--- config.mk ---
export PLATFORM = sky130hd
export DESIGN_NAME = ysyx_23060201_ifid_buf_flat
export DESIGN_NICKNAME = d
export VERILOG_FILES = /design/src/rtl/ysyx_23060201_ifid_buf_if.sv /design/src/rtl/ysyx_23060201_ifid_buf.sv /design/src/flat_wrapper.sv
export SDC_FILE = /design/constraint.sdc
export NUM_CORES = 1
export LEC_CHECK = 0
export CORE_ASPECT_RATIO = 1.2
export CORE_MARGIN = 10
export CORE_UTILIZATION = 40
export CTS_CLUSTER_SIZE = 8
export DETAILED_ROUTE_END_ITERATION = 8
export PLACE_DENSITY_LB_ADDON = 0.1
export RECOVER_POWER = 50
export SYNTH_ARGS = -nofsm -noshare
export SYNTH_HDL_FRONTEND = slang
export SYNTH_SLANG_ARGS = --single-unit
export TNS_END_PERCENT = 30
--- constraint.sdc ---
create_clock -name clk -period 2.58 [get_ports clk]
set_input_delay 0.774 -clock clk [delete_from_list [all_inputs] [get_ports clk]]
set_output_delay 0.774 -clock clk [all_outputs]
set_load 0.02 [all_outputs]
--- src/rtl/ysyx_23060201_ifid_buf_if.sv ---
// Fetch/decode handshake bundle for the IF/ID elastic buffer.
// The master side is whoever drives fetch data and decode acceptance; the buffer is the slave.
interface ysyx_23060201_ifid_buf_if #(
    parameter int ADDR_WIDTH = 32,
    parameter int DATA_WIDTH = 32,
    parameter int DEPTH      = 2
);
    logic                    in_valid;
    logic                    in_ready;
    logic [ADDR_WIDTH-1:0]   in_pc;
    logic [DATA_WIDTH-1:0]   in_inst;
    logic                    flush;
    logic                    out_valid;
    logic                    out_ready;
    logic [ADDR_WIDTH-1:0]   out_pc;
    logic [DATA_WIDTH-1:0]   out_inst;
    logic [31:0]             out_imm;
    logic [2:0]              out_itype;
    logic [$clog2(DEPTH):0]  count;

    modport master (
        output in_valid, in_pc, in_inst, flush, out_ready,
        input  in_ready, out_valid, out_pc, out_inst, out_imm, out_itype, count
    );

    modport slave (
        input  in_valid, in_pc, in_inst, flush, out_ready,
        output in_ready, out_valid, out_pc, out_inst, out_imm, out_itype, count
    );
endinterface

--- src/rtl/ysyx_23060201_ifid_buf.sv ---
// IF/ID elastic buffer: circular queue of {pc, inst} with flush, plus optional RV32I predecode.
// Predecode (immediate + format) is built only when YSYX_23060201_IFID_PREDECODE_EN is defined.
module ysyx_23060201_ifid_buf #(
    parameter int ADDR_WIDTH = 32,
    parameter int DATA_WIDTH = 32,
    parameter int DEPTH      = 2
) (
    input  logic clk,
    input  logic rst,
    ysyx_23060201_ifid_buf_if.slave bus
);
    localparam int PW = $clog2(DEPTH);
    localparam int CW = PW + 1;

    logic [ADDR_WIDTH-1:0] pc_mem   [DEPTH];
    logic [DATA_WIDTH-1:0] inst_mem [DEPTH];
    logic [PW-1:0]         rptr;
    logic [PW-1:0]         wptr;
    logic [CW-1:0]         cnt;
    logic                  push;
    logic                  pop;
    logic [DATA_WIDTH-1:0] head_inst;

    // Ready/valid come purely from the occupancy counter, so no input-to-output path exists.
    assign bus.in_ready  = (cnt != CW'(DEPTH));
    assign bus.out_valid = (cnt != '0);
    assign push          = bus.in_valid & bus.in_ready;
    assign pop           = bus.out_valid & bus.out_ready;
    assign head_inst     = inst_mem[rptr];
    assign bus.out_pc    = pc_mem[rptr];
    assign bus.out_inst  = head_inst;
    assign bus.count     = cnt;

    always_ff @(posedge clk) begin
        if (rst) begin
            rptr <= '0;
            wptr <= '0;
            cnt  <= '0;
            for (int i = 0; i < DEPTH; i++) begin
                pc_mem[i]   <= '0;
                inst_mem[i] <= '0;
            end
        end else if (bus.flush) begin
            rptr <= '0;
            wptr <= '0;
            cnt  <= '0;
        end else begin
            if (push) begin
                pc_mem[wptr]   <= bus.in_pc;
                inst_mem[wptr] <= bus.in_inst;
                wptr           <= wptr + PW'(1);
            end
            if (pop) begin
                rptr <= rptr + PW'(1);
            end
            case ({push, pop})
                2'b10:   cnt <= cnt + CW'(1);
                2'b01:   cnt <= cnt - CW'(1);
                default: cnt <= cnt;
            endcase
        end
    end

`ifdef YSYX_23060201_IFID_PREDECODE_EN
    typedef enum logic [2:0] {
        IT_R   = 3'd0,
        IT_I   = 3'd1,
        IT_S   = 3'd2,
        IT_B   = 3'd3,
        IT_U   = 3'd4,
        IT_J   = 3'd5,
        IT_UNK = 3'd7
    } itype_t;

    itype_t      itype;
    logic [31:0] imm;

    always_comb begin
        itype = IT_UNK;
        imm   = '0;
        case (head_inst[6:0])
            7'b0010011, 7'b0000011, 7'b1100111, 7'b1110011: begin
                itype = IT_I;
                imm   = {{20{head_inst[31]}}, head_inst[31:20]};
            end
            7'b0100011: begin
                itype = IT_S;
                imm   = {{20{head_inst[31]}}, head_inst[31:25], head_inst[11:7]};
            end
            7'b1100011: begin
                itype = IT_B;
                imm   = {{20{head_inst[31]}}, head_inst[7], head_inst[30:25],
                         head_inst[11:8], 1'b0};
            end
            7'b0110111, 7'b0010111: begin
                itype = IT_U;
                imm   = {head_inst[31:12], 12'b0};
            end
            7'b1101111: begin
                itype = IT_J;
                imm   = {{12{head_inst[31]}}, head_inst[19:12], head_inst[20],
                         head_inst[30:21], 1'b0};
            end
            7'b0110011: begin
                itype = IT_R;
            end
            default: begin
                itype = IT_UNK;
            end
        endcase
    end

    // An empty buffer reports zeros so the post-reset state is all-zero.
    assign bus.out_imm   = bus.out_valid ? imm : 32'd0;
    assign bus.out_itype = bus.out_valid ? itype : 3'd0;
`else
    assign bus.out_imm   = 32'd0;
    assign bus.out_itype = bus.out_valid ? 3'd7 : 3'd0;
`endif

endmodule

--- src/flat_wrapper.sv ---
// flat-port wrapper written by rule: the top's interface ports become plain ports
module ysyx_23060201_ifid_buf_flat 
#(
    parameter int ADDR_WIDTH = 32,
    parameter int DATA_WIDTH = 32,
    parameter int DEPTH      = 2
)
  (clk, rst, bus_in_valid, bus_in_pc, bus_in_inst, bus_flush, bus_out_ready, bus_in_ready, bus_out_valid, bus_out_pc, bus_out_inst, bus_out_imm, bus_out_itype, bus_count);
  ysyx_23060201_ifid_buf_if #(.ADDR_WIDTH(ADDR_WIDTH), .DATA_WIDTH(DATA_WIDTH), .DEPTH(DEPTH)) bus_i ();
  input  logic clk;
  input  logic rst;
  input wire logic [$bits(bus_i.in_valid)-1:0] bus_in_valid;
  input wire logic [$bits(bus_i.in_pc)-1:0] bus_in_pc;
  input wire logic [$bits(bus_i.in_inst)-1:0] bus_in_inst;
  input wire logic [$bits(bus_i.flush)-1:0] bus_flush;
  input wire logic [$bits(bus_i.out_ready)-1:0] bus_out_ready;
  output wire logic [$bits(bus_i.in_ready)-1:0] bus_in_ready;
  output wire logic [$bits(bus_i.out_valid)-1:0] bus_out_valid;
  output wire logic [$bits(bus_i.out_pc)-1:0] bus_out_pc;
  output wire logic [$bits(bus_i.out_inst)-1:0] bus_out_inst;
  output wire logic [$bits(bus_i.out_imm)-1:0] bus_out_imm;
  output wire logic [$bits(bus_i.out_itype)-1:0] bus_out_itype;
  output wire logic [$bits(bus_i.count)-1:0] bus_count;
  assign bus_i.in_valid = bus_in_valid;
  assign bus_i.in_pc = bus_in_pc;
  assign bus_i.in_inst = bus_in_inst;
  assign bus_i.flush = bus_flush;
  assign bus_i.out_ready = bus_out_ready;
  assign bus_in_ready = bus_i.in_ready;
  assign bus_out_valid = bus_i.out_valid;
  assign bus_out_pc = bus_i.out_pc;
  assign bus_out_inst = bus_i.out_inst;
  assign bus_out_imm = bus_i.out_imm;
  assign bus_out_itype = bus_i.out_itype;
  assign bus_count = bus_i.count;
  ysyx_23060201_ifid_buf #(.ADDR_WIDTH(ADDR_WIDTH), .DATA_WIDTH(DATA_WIDTH), .DEPTH(DEPTH)) u_core (.clk(clk), .rst(rst), .bus(bus_i));
endmodule
==> run metrics <==
TritonCTS Buffers 17; max-cap viol count 0; EDFF count, synth about 130; Leakage 3.27 nW; worst-path fanout max 6; r2r setup slk approximately 600 ps; CP Capture Type output port; CP Data Arrival Time ~1700 ps; worst vdd ir approximately 370 uV; first-pass GRT wire length just over 20 mm; Mapped Area 6100 sq um; cts hold-fix bufs 0; RSZ-0062 raised after global routing no; fin util 54.3%; Post-synth ARST share 0%; I/O Buffers roughly 140; max-slew violations 0; IO Count between 150 and 200; area of the multi-input gates around 1800 sq um; post-synth cell types 23; Worst setup SP type flip-flop; Mapped Avg Cell Area roughly 15 sq um; TritonCTS clock tree done; Fin Clk Skew between 6 and 7 ps; Total GRT Usage between 10% and 20%; Place WS 63.6 ps; status completed; period utilization a little over nine tenths; initial DRC count around 160; Fill cells ~1.3k; dpl hpwl between 9 and 10 mm; Vias/cell ~4.5; # DRC 0; Least-Margin Pin Slew around 500 ps; FF-to-FF path depth 5; final setup vio count 0; CTS max path bufs 2; die area just over 20000 sq um; ANT nets after route 0; clock root cell clkbuf_16; clk sinks between 100 and 150; TritonRoute pass-1 iters 4; cell count after synthesis between 400 and 500; share of cells above drive strength 1 20.1%; Worst EP required approximately 1800 ps; Commonest cells post-synth and2_1 (128), edfxtp_1 (128), mux2_2 (64); vias in the first global route around 3.8k; area grow syn2layout 33.2%; Routed Wire Length 13.3 mm; Worst-Skew Late Latency about 400 ps; area leader, netlist edfxtp_1; register area a little under 4000 sq um; Die Wd about 130 um; H-tree depth 4; final net count 628; Fin. Hold Viols 0; RD Place Congestion 0.728; worst hold path depth 2; core area 15000 sq um; kind of critical path reg -> out; top_reg_cell synth edfxtp_1; GR Overflow Total 0; initial antenna violation count 1; Hold WC Path Type reg -> reg; Starting Density 40.8%; FMAX slightly above 400 MHz; Die Ht around 160 um; Total Power between 0.005 and 0.006 W; Cell Rows around 50; synth top area cells edfxtp_1 (63%), and2_1 (13%), mux2_2 (12%), buf_4 (4.4%), buf_6 (2.2%); minimum clock period after layout approximately 2500 ps; total number of vias 3487; TNS Setup 0 ps; Syn. warnings 0; pin count of the biggest net entering global routing between 40 and 50; Clock transition at path regs 60 ps; wire per inst roughly 17 um; relative slew slack 66.1%; pwr dens ~700 nW/um^2; Seq cells post-synth ~130; top cell type's share of synthesized area a little over three fifths; Worst Setup Slack, final about 130 ps; sequential area share after synthesis between 60% and 70%
-- path summary, 6_finish.rpt --
check / from / endpoint
max: u_core.bus.count[0] / bus_out_itype[0]
min: u_core.wptr / u_core.wptr
max reg2reg: u_core.bus.count[0] / u_core.inst_mem[1][12]
min reg2reg: u_core.wptr / u_core.wptr
-- metal layers --
metal	part of all wire, %	vias up	global-route usage (%)
li1	-	1656	-
met1	41	1711	14.1
met2	52	114	22.1
met3	5.6	6	4.77
met4	1.1	0	4.56
met5	0	-	0
-- area by class of cell --
type / instances / area share [%]
multi-input cells: 246 / 22.1
well taps: 204 / 3.14
clock inverters: 13 / 2.54
clock buffers: 19 / 5.33
inverters: 3 / 0.139
repair buffers: 157 / 18.2
diodes: 1 / 0.0308
flip-flops and latches: 133 / 48.6
-- power breakdown --
| part | internal, W | switching, W |
|---|---|---|
| combinational | 0.000267 | 0.000320 |
| clock | 0.00171 | 0.000866 |
| sequential | 0.00248 | 0.0000266 |
-- cells by family (layout without fill, tap and decap cells) --
kind of cell / after synthesis / after routing / share of synthesized area [%]
AO/OA/AOI/OAI: 5 / 5 / 0.451
flip-flops: 133 / 133 / 64.7
other: 1 / 33 / 0.0615
XOR/XNOR: 3 / 3 / 0.431
multiplexers: 64 / 64 / 11.8
adder cells (fa/ha/maj): 1 / 1 / 0.205
buffers and inverters: 60 / 192 / 7.53
AND/OR/NAND/NOR: 141 / 141 / 14.8
-- layout by cell type, fill, tap and decap left out, types with 2 or more instances in the layout --
master	count
dfxtp_1	4
xnor2_1	2
clkdlybuf4s50_1	73
and2_0	16
nor2_1	3
or2_4	2
clkbuf_1	3
buf_6	2
dlygate4sd2_1	64
o21ai_0	2
mux2_2	64
clkbuf_2	4
inv_1	3
nor4_1	2
conb_1	32
clkbuf_16	17
clkinv_2	2
and2_1	112
or3_1	2
buf_12	3
a21oi_1	2
dlygate4sd3_1	2
clkinv_4	4
bufinv_16	5
edfxtp_1	128
buf_4	7
-- registers in the layout (all words and copies together), names as in the netlist, named ones only --
name,cells
u_core.inst_mem,64
u_core.pc_mem,64
u_core.bus.count,2
u_core.rptr,1
u_core.wptr,1
-- through the flow --
stage / instance area (sq um) / instances / hold slack [ps]
after global placement: 7650 / 741 / 494
after detailed placement: 7650 / 741 / 510
after CTS: 8220 / 773 / 528
after floorplan: 6220 / 439 / 481
after global routing: 8120 / 775 / 550
final: 8130 / 776 / 519
-- worst max-delay path, cell delays in order, from the launching register on --
cell             delay (ps)
dfxtp_1                 470
or2_2                   200
clkdlybuf4s50_1         610
-- what timing repair did --
item	CTS	global route
cloned	0	0
endpoints found under the setup margin	65	1
buffers inserted	0	2
gates resized for setup	65	0
Note: power is estimated with default switching activity, not from simulation.
